### src/rtl/mux2_arb_pkg.sv
// Shared types and constants for the two-requester round-robin mux arbiter.
package mux2_arb_pkg;

    typedef enum logic [1:0] {
        IDLE    = 2'd0,
        GRANT_A = 2'd1,
        GRANT_B = 2'd2
    } state_t;

    localparam logic SEL_A = 1'b0;
    localparam logic SEL_B = 1'b1;

    // Burst counter must hold 0..MAX_BURST-1 with one bit of headroom.
    function automatic int cnt_width(input int max_burst);
        return $clog2(max_burst) + 1;
    endfunction

endpackage

### src/rtl/mux2_rr_arbiter_if.sv
// Requester and downstream signals of the shared 2:1 mux arbiter.
interface mux2_rr_arbiter_if #(
    parameter int WIDTH = 8
);
    // Handshakes: a requester holds req_x and data_x stable until gnt_x, which
    // is the combinational accept of that word in the same cycle. Downstream,
    // a word moves whenever out_valid and out_ready are both high on a rising edge.
    logic             req_a;
    logic [WIDTH-1:0] data_a;
    logic             gnt_a;
    logic             req_b;
    logic [WIDTH-1:0] data_b;
    logic             gnt_b;
    logic             sel;
    logic             out_valid;
    logic [WIDTH-1:0] out_data;
    logic             out_ready;

    modport slave (
        input  req_a, data_a, req_b, data_b, out_ready,
        output gnt_a, gnt_b, sel, out_valid, out_data
    );

    modport master (
        output req_a, data_a, req_b, data_b, out_ready,
        input  gnt_a, gnt_b, sel, out_valid, out_data
    );
endinterface

### src/rtl/mux2_arb_datapath.sv
// WIDTH-wide 2:1 mux steered by the registered select, feeding the output word register.
module mux2_arb_datapath
    import mux2_arb_pkg::*;
#(
    parameter int WIDTH = 8
) (
    input  logic             clk,
    input  logic             reset,
    input  logic             sel,
    input  logic             load,
    input  logic [WIDTH-1:0] data_a,
    input  logic [WIDTH-1:0] data_b,
    output logic [WIDTH-1:0] out_data
);

    logic [WIDTH-1:0] data_q;
    logic [WIDTH-1:0] data_d;

    always_comb begin
        data_d = data_q;
        if (load) begin
            data_d = (sel == SEL_B) ? data_b : data_a;
        end
    end

    always_ff @(posedge clk) begin
        if (reset) begin
            data_q <= '0;
        end else begin
            data_q <= data_d;
        end
    end

    assign out_data = data_q;

endmodule

### src/rtl/mux2_rr_arbiter.sv
// Round-robin arbiter sharing one 2:1 mux between requesters A and B,
// with bursts capped at MAX_BURST words and a registered valid/ready output.
module mux2_rr_arbiter
    import mux2_arb_pkg::*;
#(
    parameter int WIDTH     = 8,
    parameter int MAX_BURST = 4
) (
    input  logic                                clk,
    input  logic                                reset,
    mux2_rr_arbiter_if.slave                    bus,
    output state_t                              dbg_state,
    output logic [cnt_width(MAX_BURST)-1:0]     dbg_cnt
);

    localparam int CW = cnt_width(MAX_BURST);

    state_t        state_q, state_d;
    logic          last_q, last_d;
    logic [CW-1:0] cnt_q, cnt_d;
    logic          sel_q, sel_d;
    logic          valid_q, valid_d;

    logic can_load;
    logic xfer;
    logic gnt_a, gnt_b;

    assign can_load = !valid_q || bus.out_ready;

    always_comb begin
        state_d = state_q;
        last_d  = last_q;
        cnt_d   = cnt_q;
        valid_d = valid_q;
        gnt_a   = 1'b0;
        gnt_b   = 1'b0;
        xfer    = 1'b0;

        // A word leaving with nothing replacing it empties the register.
        if (valid_q && bus.out_ready) begin
            valid_d = 1'b0;
        end

        case (state_q)
            IDLE: begin
                if (bus.req_a && bus.req_b) begin
                    state_d = (last_q == SEL_B) ? GRANT_A : GRANT_B;
                end else if (bus.req_a) begin
                    state_d = GRANT_A;
                end else if (bus.req_b) begin
                    state_d = GRANT_B;
                end
            end
            GRANT_A: begin
                if (!bus.req_a) begin
                    last_d  = SEL_A;
                    cnt_d   = '0;
                    state_d = bus.req_b ? GRANT_B : IDLE;
                end else if (can_load && !reset) begin
                    xfer    = 1'b1;
                    gnt_a   = 1'b1;
                    valid_d = 1'b1;
                    if (cnt_q == CW'(MAX_BURST - 1)) begin
                        last_d = SEL_A;
                        cnt_d  = '0;
                        if (bus.req_b) state_d = GRANT_B;
                    end else begin
                        cnt_d = cnt_q + CW'(1);
                    end
                end
            end
            GRANT_B: begin
                if (!bus.req_b) begin
                    last_d  = SEL_B;
                    cnt_d   = '0;
                    state_d = bus.req_a ? GRANT_A : IDLE;
                end else if (can_load && !reset) begin
                    xfer    = 1'b1;
                    gnt_b   = 1'b1;
                    valid_d = 1'b1;
                    if (cnt_q == CW'(MAX_BURST - 1)) begin
                        last_d = SEL_B;
                        cnt_d  = '0;
                        if (bus.req_a) state_d = GRANT_A;
                    end else begin
                        cnt_d = cnt_q + CW'(1);
                    end
                end
            end
            default: state_d = IDLE;
        endcase

        sel_d = (state_d == GRANT_B) ? SEL_B : SEL_A;
    end

    always_ff @(posedge clk) begin
        if (reset) begin
            state_q <= IDLE;
            last_q  <= SEL_B;
            cnt_q   <= '0;
            sel_q   <= SEL_A;
            valid_q <= 1'b0;
        end else begin
            state_q <= state_d;
            last_q  <= last_d;
            cnt_q   <= cnt_d;
            sel_q   <= sel_d;
            valid_q <= valid_d;
        end
    end

    mux2_arb_datapath #(
        .WIDTH (WIDTH)
    ) u_datapath (
        .clk      (clk),
        .reset    (reset),
        .sel      (sel_q),
        .load     (xfer),
        .data_a   (bus.data_a),
        .data_b   (bus.data_b),
        .out_data (bus.out_data)
    );

    assign bus.gnt_a     = gnt_a;
    assign bus.gnt_b     = gnt_b;
    assign bus.sel       = sel_q;
    assign bus.out_valid = valid_q;
    assign dbg_state     = state_q;
    assign dbg_cnt       = cnt_q;

endmodule

### src/flat_wrapper.sv
// flat-port wrapper written by rule: the top's interface ports become plain ports
module mux2_rr_arbiter_flat import mux2_arb_pkg::*;
#(
    parameter int WIDTH     = 8,
    parameter int MAX_BURST = 4
)
  (clk, reset, dbg_state, dbg_cnt, bus_req_a, bus_data_a, bus_req_b, bus_data_b, bus_out_ready, bus_gnt_a, bus_gnt_b, bus_sel, bus_out_valid, bus_out_data);
  mux2_rr_arbiter_if #(.WIDTH(WIDTH)) bus_i ();
  input  logic clk;
  input  logic reset;
  output state_t dbg_state;
  output logic [cnt_width(MAX_BURST)-1:0] dbg_cnt;
  input wire logic [$bits(bus_i.req_a)-1:0] bus_req_a;
  input wire logic [$bits(bus_i.data_a)-1:0] bus_data_a;
  input wire logic [$bits(bus_i.req_b)-1:0] bus_req_b;
  input wire logic [$bits(bus_i.data_b)-1:0] bus_data_b;
  input wire logic [$bits(bus_i.out_ready)-1:0] bus_out_ready;
  output wire logic [$bits(bus_i.gnt_a)-1:0] bus_gnt_a;
  output wire logic [$bits(bus_i.gnt_b)-1:0] bus_gnt_b;
  output wire logic [$bits(bus_i.sel)-1:0] bus_sel;
  output wire logic [$bits(bus_i.out_valid)-1:0] bus_out_valid;
  output wire logic [$bits(bus_i.out_data)-1:0] bus_out_data;
  assign bus_i.req_a = bus_req_a;
  assign bus_i.data_a = bus_data_a;
  assign bus_i.req_b = bus_req_b;
  assign bus_i.data_b = bus_data_b;
  assign bus_i.out_ready = bus_out_ready;
  assign bus_gnt_a = bus_i.gnt_a;
  assign bus_gnt_b = bus_i.gnt_b;
  assign bus_sel = bus_i.sel;
  assign bus_out_valid = bus_i.out_valid;
  assign bus_out_data = bus_i.out_data;
  mux2_rr_arbiter #(.WIDTH(WIDTH), .MAX_BURST(MAX_BURST)) u_core (.clk(clk), .reset(reset), .bus(bus_i), .dbg_state(dbg_state), .dbg_cnt(dbg_cnt));
endmodule
### config.mk
export PLATFORM = sky130hd
export DESIGN_NAME = mux2_rr_arbiter_flat
export DESIGN_NICKNAME = d
export VERILOG_FILES = /design/src/rtl/mux2_arb_pkg.sv /design/src/rtl/mux2_rr_arbiter_if.sv /design/src/rtl/mux2_arb_datapath.sv /design/src/rtl/mux2_rr_arbiter.sv /design/src/flat_wrapper.sv
export SDC_FILE = /design/constraint.sdc
export NUM_CORES = 1
export LEC_CHECK = 0
export BUFFER_PORTS_ARGS = -buffer_cell sky130_fd_sc_hd__buf_4
export CAP_MARGIN = 20
export CELL_PAD_IN_SITES_DETAIL_PLACEMENT = 0
export CELL_PAD_IN_SITES_GLOBAL_PLACEMENT = 2
export CORE_UTILIZATION = 29
export CTS_BUF_LIST = sky130_fd_sc_hd__clkbuf_8
export DETAILED_ROUTE_END_ITERATION = 8
export PLACE_DENSITY = 0.87
export REMOVE_ABC_BUFFERS = 1
export SLEW_MARGIN = 20
export SYNTH_ARGS = -nofsm -noshare
export SYNTH_HDL_FRONTEND = slang
export SYNTH_HIERARCHICAL = 1
export SYNTH_SLANG_ARGS = --single-unit
### constraint.sdc
create_clock -name clk -period 2 [get_ports clk]
set_clock_uncertainty 0.05 [all_clocks]
set_input_delay 0.6 -clock clk [delete_from_list [all_inputs] [get_ports clk]]
set_output_delay 0.6 -clock clk [all_outputs]
set_load 0.1 [all_outputs]
==> impl_metrics.env, run 1 <==
export IMPL_synth_cell_types=33
export IMPL_ios=38
export IMPL_worstHoldStart="u_core/last_q$_SDFFE_PP1P_"
export IMPL_powerDensity_nw_per_um2=721
export IMPL_final_cell_mix="buf_4, dfxtp_1, mux2i_1, nor2_1, a211oi_1"
export IMPL_crit_reg2reg_launch="u_core/dbg_state[0]$_SDFF_PP0_"
export IMPL_start_util_pct=31.3
export IMPL_place_area_um2=1350
export IMPL_die_h_um=60.4
export IMPL_finish_utilization_pct=47.3
export IMPL_n_antenna_cell=0
export IMPL_p_leak_nw=0.617
export IMPL_hold_viol_final=0
export IMPL_die_area_um2=3650
export IMPL_numCtsBuffers=3
export IMPL_path_max_fanout=6
export IMPL_gp_congestion=0.749
export IMPL_vdd_drop_max_v=0.000321
export IMPL_yosys_area_share_simple_pct=21.0
export IMPL_antenna_found_initial=0
export IMPL_clk_path_buf_depth=2
export IMPL_timing_final_max_slew_violations=0
export IMPL_fin_nets=178
export IMPL_fin_area_um2=1490
export IMPL_cts_tree="yes"
export IMPL_drt_wl_total_um=2350
export IMPL_grt_pass1_wl_um=3570
export IMPL_worst_pin_slew_ps=283
export IMPL_critPathArrivalTime_ps=1330
export IMPL_r2r_end="u_core/u_datapath/out_data[2]$_SDFFE_PP0P_"
export IMPL_crit_path_start="u_core/dbg_state[0]$_SDFF_PP0_"
export IMPL_root_buffer="clkbuf_8"
export IMPL_area_delta_synth_final_pct=51.0
export IMPL_syn_area_um2=988
export IMPL_synth_seq_cells=16
export IMPL_ys_warn_count=6
export IMPL_cts_hold_buf=0
export IMPL_regArea_um2=328
export IMPL_post_synth_cell_area_avg_um2=9.41
export IMPL_synth_adder_area_share_pct=6.33
export IMPL_rsz0062_at_grt="true"
export IMPL_status="finished, final reports clean"
export IMPL_antenna_left=0
export IMPL_maxSlewHeadroom_pct=81.1
export IMPL_required_ps=1350
export IMPL_num_rows=20
export IMPL_drc=0
export IMPL_crit_path_start_kind="flip-flop"
export IMPL_r2r_slack_ps=190
export IMPL_clk_latency_ps=240
export IMPL_path_clk_slew_ps=60
export IMPL_drtIter0Drc=9
export IMPL_synthXorXnorAreaFrac_pct=0
export IMPL_dr_total_vias=947
export IMPL_first_pass_iters=2
export IMPL_postSynthCellCount=105
export IMPL_min_path_type="flip-flop to flip-flop"
export IMPL_yosysSeqAreaShare_pct=32.4
export IMPL_core_um2=3150
export IMPL_filler_cell_count=320
export IMPL_die_w_um=60.4
export IMPL_crit_type="flip-flop to output port"
export IMPL_multiInputGateArea_um2=633
export IMPL_max_cap_violations=0
export IMPL_grt_max_degree=17
export IMPL_min_to="u_core/last_q$_SDFFE_PP1P_"
export IMPL_drive_above_1_share_pct=45.7
export IMPL_rr_worst_depth=8
export IMPL_port_buffers=37
export IMPL_cts_htree_levels=1
export IMPL_grt_util_all_layers_pct=13.1
export IMPL_grt_pass1_vias=827
export IMPL_worstSetupEndpointType="output port"
export IMPL_fin_crit_sh_pct=99.0
export IMPL_synthMuxAreaShare_pct=11.1
export IMPL_viasPerCell=4.86
export IMPL_grt_ovfl_total=0
export IMPL_synth_top_family_by_area="simple AND/OR/NAND/NOR gates"
export IMPL_finalSetupViolCount=0
export IMPL_hold_path_depth=1
export IMPL_dp_hpwl_um=1870
export IMPL_drt_wirelength_per_cell_um=12.1
export IMPL_period_minus_slack_ps=1980
export IMPL_synth_compound_area_share_pct=20.4
export IMPL_layout_commonest_cell="buf_4"
export IMPL_cts_sinks=16
export IMPL_max_freq_ghz=0.505
## cells in the mapped netlist, drive strengths merged
cell | count | area, µm²
inv | 4 | 15.0
mux2i | 11 | 110
nor3b | 1 | 12.5
nor2b | 2 | 20.0
and3 | 3 | 18.8
a21oi | 5 | 25.0
nand2 | 4 | 15.0
o31ai | 2 | 15.0
o211ai | 1 | 7.51
nor4b | 1 | 23.8
buf | 8 | 71.3
a31oi | 3 | 18.8
o31a | 2 | 17.5
nand4 | 1 | 6.26
ha | 5 | 62.6
a221oi | 1 | 15.0
nor2 | 11 | 41.3
and2 | 2 | 12.5
a211oi | 9 | 72.6
nor3 | 3 | 15.0
dfxtp | 16 | 320
or3 | 1 | 6.26
o2bb2ai | 1 | 8.76
o21ai | 1 | 5.00
o21a | 1 | 7.51
or2b | 2 | 15.0
nand2b | 1 | 6.26
nand3b | 2 | 15.0
a211o | 1 | 8.76
## power by group
| group | switching, mW | internal, mW | total, mW | leakage [nW] |
|---|---|---|---|---|
| Clock | 0.105 | 0.174 | 0.279 | 0.0288 |
| Combinational | 0.271 | 0.161 | 0.433 | 0.458 |
| Sequential | 0.0213 | 0.342 | 0.364 | 0.131 |
| Total | 0.398 | 0.678 | 1.08 | 0.617 |
## metal layers
metal / wire, µm / global-route usage (%) / up-vias
met1: 1060 / 15.2 / 440
met4: 0 / 3.99 / 0
li1: - / - / 475
met3: 179 / 3.20 / 0
met2: 1110 / 23.5 / 32
met5: 0 / 0 / -
## sequential cells by signal, summed over array words and instances (netlist names)
name and count:
u_core/last_q 1, u_core/bus.out_valid 1, u_core/bus.sel 1, u_core/u_datapath/out_data 8
u_core/dbg_cnt 3, u_core/dbg_state 2
## stage by stage
stage,TNS [ps],instances,power [mW],hold slack (ps),worst slack [ps]
floorplan,-11280,97,0.635,376,-2240
global placement,0,189,0.768,394,80.1
detailed placement,0,189,0.769,398,67.7
CTS,-57.0,194,1.07,414,-30.8
global route,-86.7,195,1.14,449,-49.8
finish,0,195,1.08,408,19.7
## layout make-up
cell class	count	share of cell area, %
multi-input cells	77	42.4
flip-flops and latches	16	22.0
inverters	4	1.17
clock buffers	4	3.69
repair buffers	50	27.1
well taps	44	3.69
## worst max-delay path by stage
stage | slack, ps | endpoint
finish | 20 | bus_gnt_b
global route | -50 | bus_gnt_b
CTS | -30 | bus_gnt_b
detailed placement | 70 | bus_gnt_a
global placement | 80 | bus_gnt_b
floorplan | -2240 | bus_gnt_b
## repair_timing
action,in CTS,in global routing
endpoints found under the hold margin,0,0
pin swaps,1,4
resized for setup,11,10
setup endpoints to repair,2,2
buffers inserted,1,1
## worst max-delay path, cell delays in order (launching register included)
cell and delay (ps):
dfxtp_4 380, inv_4 80, ha_4 150, nand2_4 70, nor3_4 220, buf_12 200
## cells by family (layout without fill, tap and decap cells)
group,after synthesis,in the layout
AO/OA/AOI/OAI,27,27
adder cells (fa/ha/maj),5,5
buffers and inverters,12,58
flip-flops,16,16
multiplexers,11,11
AND/OR/NAND/NOR,34,34
Note: power is estimated with default switching activity, not from simulation.
==> run 2: changes to the inputs <==
--- a/config.mk
+++ b/config.mk
@@ -5,17 +5,20 @@
 export SDC_FILE = /design/constraint.sdc
 export NUM_CORES = 1
 export LEC_CHECK = 0
+export ABC_AREA = 1
 export BUFFER_PORTS_ARGS = -buffer_cell sky130_fd_sc_hd__buf_4
 export CAP_MARGIN = 20
 export CELL_PAD_IN_SITES_DETAIL_PLACEMENT = 0
 export CELL_PAD_IN_SITES_GLOBAL_PLACEMENT = 2
-export CORE_UTILIZATION = 29
+export CORE_ASPECT_RATIO = 0.5
+export CORE_UTILIZATION = 25
 export CTS_BUF_LIST = sky130_fd_sc_hd__clkbuf_8
 export DETAILED_ROUTE_END_ITERATION = 8
-export PLACE_DENSITY = 0.87
+export PLACE_DENSITY = 0.85
 export REMOVE_ABC_BUFFERS = 1
 export SLEW_MARGIN = 20
 export SYNTH_ARGS = -nofsm -noshare
 export SYNTH_HDL_FRONTEND = slang
 export SYNTH_HIERARCHICAL = 1
 export SYNTH_SLANG_ARGS = --single-unit
+export TNS_END_PERCENT = 10
==> impl_metrics.env, run 2 <==
export IMPL_worstSetupEndpointType="output port"
export IMPL_min_path_type="flip-flop to flip-flop"
export IMPL_cts_sinks=16
export IMPL_drc=0
export IMPL_crit_type="flip-flop to output port"
export IMPL_place_area_um2=1350
export IMPL_first_pass_iters=4
export IMPL_gp_congestion=0.816
export IMPL_worst_pin_slew_ps=285
export IMPL_n_antenna_cell=0
export IMPL_fin_area_um2=1450
export IMPL_clk_path_buf_depth=2
export IMPL_dp_hpwl_um=2020
export IMPL_drt_wl_total_um=2540
export IMPL_synthTopCellsByArea="dfxtp_1, nand2_1, nor2_1"
export IMPL_grt_pass1_wl_um=4020
export IMPL_status="finished, final reports clean"
export IMPL_critPathArrivalTime_ps=1300
export IMPL_vdd_drop_max_v=0.000178
export IMPL_post_cts_buffers=0
export IMPL_netlist_area_leader_share_pct=32.0
export IMPL_antenna_left=0
export IMPL_die_h_um=46.7
export IMPL_final_cell_mix="buf_4, nand2_1, nor2_1, inv_1, dfxtp_1"
export IMPL_p_leak_nw=0.747
export IMPL_viasPerCell=4.16
export IMPL_maxSlewHeadroom_pct=81.2
export IMPL_cts_tree="yes"
export IMPL_synth_adder_area_share_pct=6.26
export IMPL_path_clk_slew_ps=70
export IMPL_synth_compound_area_share_pct=10.5
export IMPL_postSynthCellCount=151
export IMPL_total_power_mw=1.09
export IMPL_die_area_um2=4270
export IMPL_synthXorXnorAreaFrac_pct=0
export IMPL_drtIter0Drc=31
export IMPL_synth_top_area_cell="dfxtp_1"
export IMPL_max_cap_violations=0
export IMPL_core_um2=3620
export IMPL_ios=38
export IMPL_r2r_slack_ps=270
export IMPL_fin_nets=222
export IMPL_synth_edff_count=0
export IMPL_tns_ps=0
export IMPL_path_max_fanout=5
export IMPL_required_ps=1350
export IMPL_root_buffer="clkbuf_8"
export IMPL_post_synth_cell_area_avg_um2=6.62
export IMPL_powerDensity_nw_per_um2=754
export IMPL_yosysSeqAreaShare_pct=32.0
export IMPL_ys_warn_count=6
export IMPL_drive_above_1_share_pct=35.4
export IMPL_period_minus_slack_ps=1950
export IMPL_grt_ovfl_total=0
export IMPL_numCtsBuffers=3
export IMPL_timing_final_max_slew_violations=0
export IMPL_crit_path_start_kind="flip-flop"
export IMPL_synth_ff_type="dfxtp_1"
export IMPL_area_delta_synth_final_pct=45.1
export IMPL_max_freq_ghz=0.514
export IMPL_finalSetupViolCount=0
export IMPL_largest_reg_flops=8
export IMPL_antenna_found_initial=0
export IMPL_synthMuxAreaShare_pct=0
export IMPL_port_buffers=37
export IMPL_synth_seq_cells=16
export IMPL_dr_total_vias=1023
export IMPL_synth_cell_types=23
export IMPL_async_flop_share_pct=0
export IMPL_die_w_um=91.4
export IMPL_hold_viol_final=0
export IMPL_cts_htree_levels=1
export IMPL_num_rows=15
export IMPL_syn_area_um2=1000
export IMPL_synth_top_cells_by_count="nand2_1, nor2_1, inv_1"
export IMPL_start_util_pct=27.6
export IMPL_synth_top_family_by_area="simple AND/OR/NAND/NOR gates"
export IMPL_grt_util_all_layers_pct=12.4
export IMPL_clk_latency_ps=250
export IMPL_drt_wirelength_per_cell_um=10.3
export IMPL_fin_crit_sh_pct=97.3
export IMPL_grt_max_degree=13
export IMPL_filler_cell_count=398
export IMPL_yosys_area_share_simple_pct=38.3
export IMPL_grt_pass1_vias=881
export IMPL_yosys_cell_count_top_type="nand2_1"
run 2: report_power, final:
| group | internal, mW | switching, mW | leakage (nW) |
|---|---|---|---|
| Combinational | 0.131 | 0.300 | 0.587 |
| Sequential | 0.345 | 0.0252 | 0.131 |
| Clock | 0.175 | 0.118 | 0.0288 |
| Total | 0.651 | 0.443 | 0.747 |
run 2: repair_timing:
action / 4_1_cts / 5_1_grt
setup endpoints to repair: 2 / 2
hold buffers: 0 / 0
resized for setup: 6 / 10
pin swaps: 2 / 2
run 2: worst paths after layout:
path	start	end	depth (start not counted)
max	u_core/dbg_state[0]$_SDFF_PP0_	bus_gnt_b	5
min	u_core/dbg_cnt[2]$_SDFFE_PP0N_	u_core/dbg_cnt[2]$_SDFFE_PP0N_	2
max reg2reg	u_core/dbg_state[0]$_SDFF_PP0_	u_core/u_datapath/out_data[4]$_SDFFE_PP0P_	10
min reg2reg	u_core/dbg_cnt[2]$_SDFFE_PP0N_	u_core/dbg_cnt[2]$_SDFFE_PP0N_	2
run 2: worst max-delay path, cell delays in order, from the launching register on:
cell and delay (ps):
dfxtp_2 360, inv_2 90, ha_1 190, nand2_2 100, nor2_4 130, buf_12 180
run 2: cell families (layout without fill, tap and decap cells):
family                     count (synthesis)  in the layout
and+or+nand+nor                           88             88
buffers and inverters                     26             70
AOI/OAI and AO/OA                         16             16
DFF                                       16             16
adders and majority gates                  5              5
run 2: layer usage:
| layer | up-vias | track usage, % | part of all wire [%] |
|---|---|---|---|
| met1 | 444 | 15.7 | 50 |
| met2 | 23 | 20.6 | 44 |
| met5 | - | 0 | 0 |
| met3 | 2 | 4.62 | 5.8 |
| met4 | 0 | 2.86 | 0.79 |
| li1 | 554 | - | - |
run 2: metrics by stage:
stage	instances	hold slack, ps	utilization [%]	setup WS (ps)
detailed placement	242	446	37.2	90.6
global placement	242	440	37.2	100
CTS	246	457	39.0	14.5
floorplan	147	418	-	-1320
finish	246	452	40.0	53.1
global route	246	475	40.0	-22.8
run 2: area by class of cell:
cell class,instances,area (µm²),share of cell area (%)
Clock buffer,4,55.1,3.80
Inverter,22,82.6,5.69
Multi-Input combinational cell,109,571,39.3
Sequential cell,16,323,22.3
Tap cell,51,63.8,4.40
Timing Repair Buffer,44,355,24.5
==> run 3: changes to the inputs <==
--- a/config.mk
+++ b/config.mk
@@ -11,10 +11,9 @@
 export CELL_PAD_IN_SITES_DETAIL_PLACEMENT = 0
 export CELL_PAD_IN_SITES_GLOBAL_PLACEMENT = 2
 export CORE_ASPECT_RATIO = 0.5
-export CORE_UTILIZATION = 25
-export CTS_BUF_LIST = sky130_fd_sc_hd__clkbuf_8
+export CORE_UTILIZATION = 24
 export DETAILED_ROUTE_END_ITERATION = 8
-export PLACE_DENSITY = 0.85
+export PLACE_DENSITY = 0.83
 export REMOVE_ABC_BUFFERS = 1
 export SLEW_MARGIN = 20
 export SYNTH_ARGS = -nofsm -noshare
==> impl_metrics.env, run 3 (synthesis results as in run 2) <==
export IMPL_status="finished, final reports clean"
export IMPL_path_clk_slew_ps=70
export IMPL_crit_reg2reg_launch="u_core/dbg_state[0]$_SDFF_PP0_"
export IMPL_fin_area_um2=1470
export IMPL_place_area_um2=1370
export IMPL_antenna_left=0
export IMPL_whs_ps=449
export IMPL_crit_type="input port to output port"
export IMPL_path_buf_inv=3
export IMPL_dp_hpwl_um=1910
export IMPL_crit_chain="buf_4, inv_1, nand2_1, nand2_1, nor2_2, buf_12"
export IMPL_grt_max_degree=17
export IMPL_fin_ws_ps=46.1
export IMPL_finalSetupViolCount=0
export IMPL_min_path_type="flip-flop to flip-flop"
export IMPL_cts_sinks=16
export IMPL_antenna_found_initial=0
export IMPL_drtIter0Drc=22
export IMPL_fin_crit_sh_pct=97.7
export IMPL_ios=38
export IMPL_layout_commonest_cell="nand2_1"
export IMPL_drive_above_1_share_pct=35.2
export IMPL_cts_tree="yes"
export IMPL_max_cap_violations=0
export IMPL_crit_path_start="bus_out_ready"
export IMPL_grt_util_all_layers_pct=10.4
export IMPL_dp_slack_ps=50.0
export IMPL_worstSetupEndpointType="output port"
export IMPL_hold_viol_final=0
export IMPL_rr_worst_depth=11
export IMPL_total_power_mw=1.09
export IMPL_start_util_pct=25.3
export IMPL_r2r_slack_ps=290
export IMPL_grt_ovfl_total=0
export IMPL_cp_slowest_stage_delay_ps=190
export IMPL_viasPerCell=4.08
export IMPL_crit_end="bus_gnt_b"
export IMPL_largest_reg_flops=8
export IMPL_dr_total_vias=1019
export IMPL_drt_wl_total_um=2420
export IMPL_core_um2=3940
export IMPL_critPathArrivalTime_ps=1300
export IMPL_path_max_fanout=3
export IMPL_final_cell_mix="nand2_1, buf_4, nor2_1, inv_1, dfxtp_1"
export IMPL_filler_cell_count=414
export IMPL_dpl_cell_count=246
export IMPL_critPathTopFamily="simple AND/OR/NAND/NOR gates"
export IMPL_crit_path_top_delay_cell="buf_12"
export IMPL_die_w_um=93.3
export IMPL_r2r_end="u_core/u_datapath/out_data[4]$_SDFFE_PP0P_"
export IMPL_fin_nets=223
export IMPL_p_leak_nw=0.751
export IMPL_post_cts_buffers=0
export IMPL_maxSlewHeadroom_pct=81.3
export IMPL_worst_pin_slew_ps=283
export IMPL_required_ps=1350
export IMPL_max_freq_ghz=0.512
export IMPL_n_antenna_cell=0
export IMPL_instances_no_fill=250
export IMPL_critPathMostFrequentCell="nand2_1"
export IMPL_root_buffer="clkbuf_8"
export IMPL_gp_congestion=0.876
export IMPL_num_rows=16
export IMPL_clk_latency_ps=250
export IMPL_die_h_um=47.6
export IMPL_die_area_um2=4440
export IMPL_numCtsBuffers=3
export IMPL_timing_final_max_slew_violations=0
export IMPL_clk_path_buf_depth=2
export IMPL_vdd_drop_max_v=0.000266
export IMPL_area_delta_synth_final_pct=46.8
export IMPL_drt_wirelength_per_cell_um=9.70
export IMPL_first_pass_iters=4
export IMPL_drc=0
export IMPL_powerDensity_nw_per_um2=744
export IMPL_cts_htree_levels=1
export IMPL_port_buffers=37
export IMPL_critical_path_depth=6
export IMPL_grt_pass1_vias=778
export IMPL_crit_path_start_kind="input port"
export IMPL_period_minus_slack_ps=1950
export IMPL_grt_pass1_wl_um=3470
==> run 3: cell types whose count changed in the layout (fill, tap and decap cells not counted), sizes merged <==
| cell | before | now |
|---|---|---|
| buf | 44 | 45 |
==> run 3: layout make-up <==
class	instances	area [µm²]	area share [%]
Clock buffer	4	55.1	3.75
Tap cell	54	67.6	4.60
Inverter	22	82.6	5.63
Sequential cell	16	322	21.9
Timing Repair Buffer	45	375	25.6
Multi-Input combinational cell	109	566	38.5
==> run 3: timing repair <==
action | 4_1_cts | 5_1_grt
gates cloned | 0 | 0
pin swaps | 1 | 2
gates resized for setup | 6 | 8
endpoints found under the hold margin | 0 | 0
endpoints found under the setup margin | 2 | 2
hold buffers | 0 | 0
==> run 3: worst register-to-register path, delay by kind of cell, from the launching register on <==
kind / cells / cell delay, ps
simple gates: 5 / 460
fa+ha+maj: 1 / 300
buf+inv: 5 / 470
flops: 1 / 370
==> run 3: how the worst min path moves through the flow <==
stage,start,endpoint,slack [ps],cells past startpoint
final,u_core/dbg_cnt[2]$_SDFFE_PP0N_,u_core/dbg_cnt[2]$_SDFFE_PP0N_,450,2
after global routing,u_core/dbg_cnt[2]$_SDFFE_PP0N_,u_core/dbg_cnt[2]$_SDFFE_PP0N_,470,2
after CTS,u_core/dbg_cnt[2]$_SDFFE_PP0N_,u_core/dbg_cnt[2]$_SDFFE_PP0N_,460,2
after floorplan,u_core/last_q$_SDFFE_PP1P_,u_core/last_q$_SDFFE_PP1P_,420,2
after global placement,u_core/dbg_cnt[2]$_SDFFE_PP0N_,u_core/dbg_cnt[2]$_SDFFE_PP0N_,440,2
after detailed placement,u_core/dbg_cnt[2]$_SDFFE_PP0N_,u_core/dbg_cnt[2]$_SDFFE_PP0N_,450,2
==> run 3: report_power, final <==
part	internal [mW]	switching [mW]	leakage (nW)
combinational	0.137	0.300	0.592
clock	0.175	0.115	0.0288
sequential	0.344	0.0218	0.130
total	0.656	0.436	0.751
==> run 3: per-layer routing <==
layer	vias to the layer above	GRT usage [%]	part of all wire [%]
met5	-	0	0
met4	0	1.85	0
met3	0	3.65	3.5
met2	18	16.6	46
met1	446	14.0	50
li1	555	-	-
==> run 3: stage by stage <==
step	TNS, ps	util, %
floorplan	-7420	-
global route	-23.7	37.2
finish	0	37.2
global placement	0	34.8
detailed placement	0	34.8
CTS	0	36.7
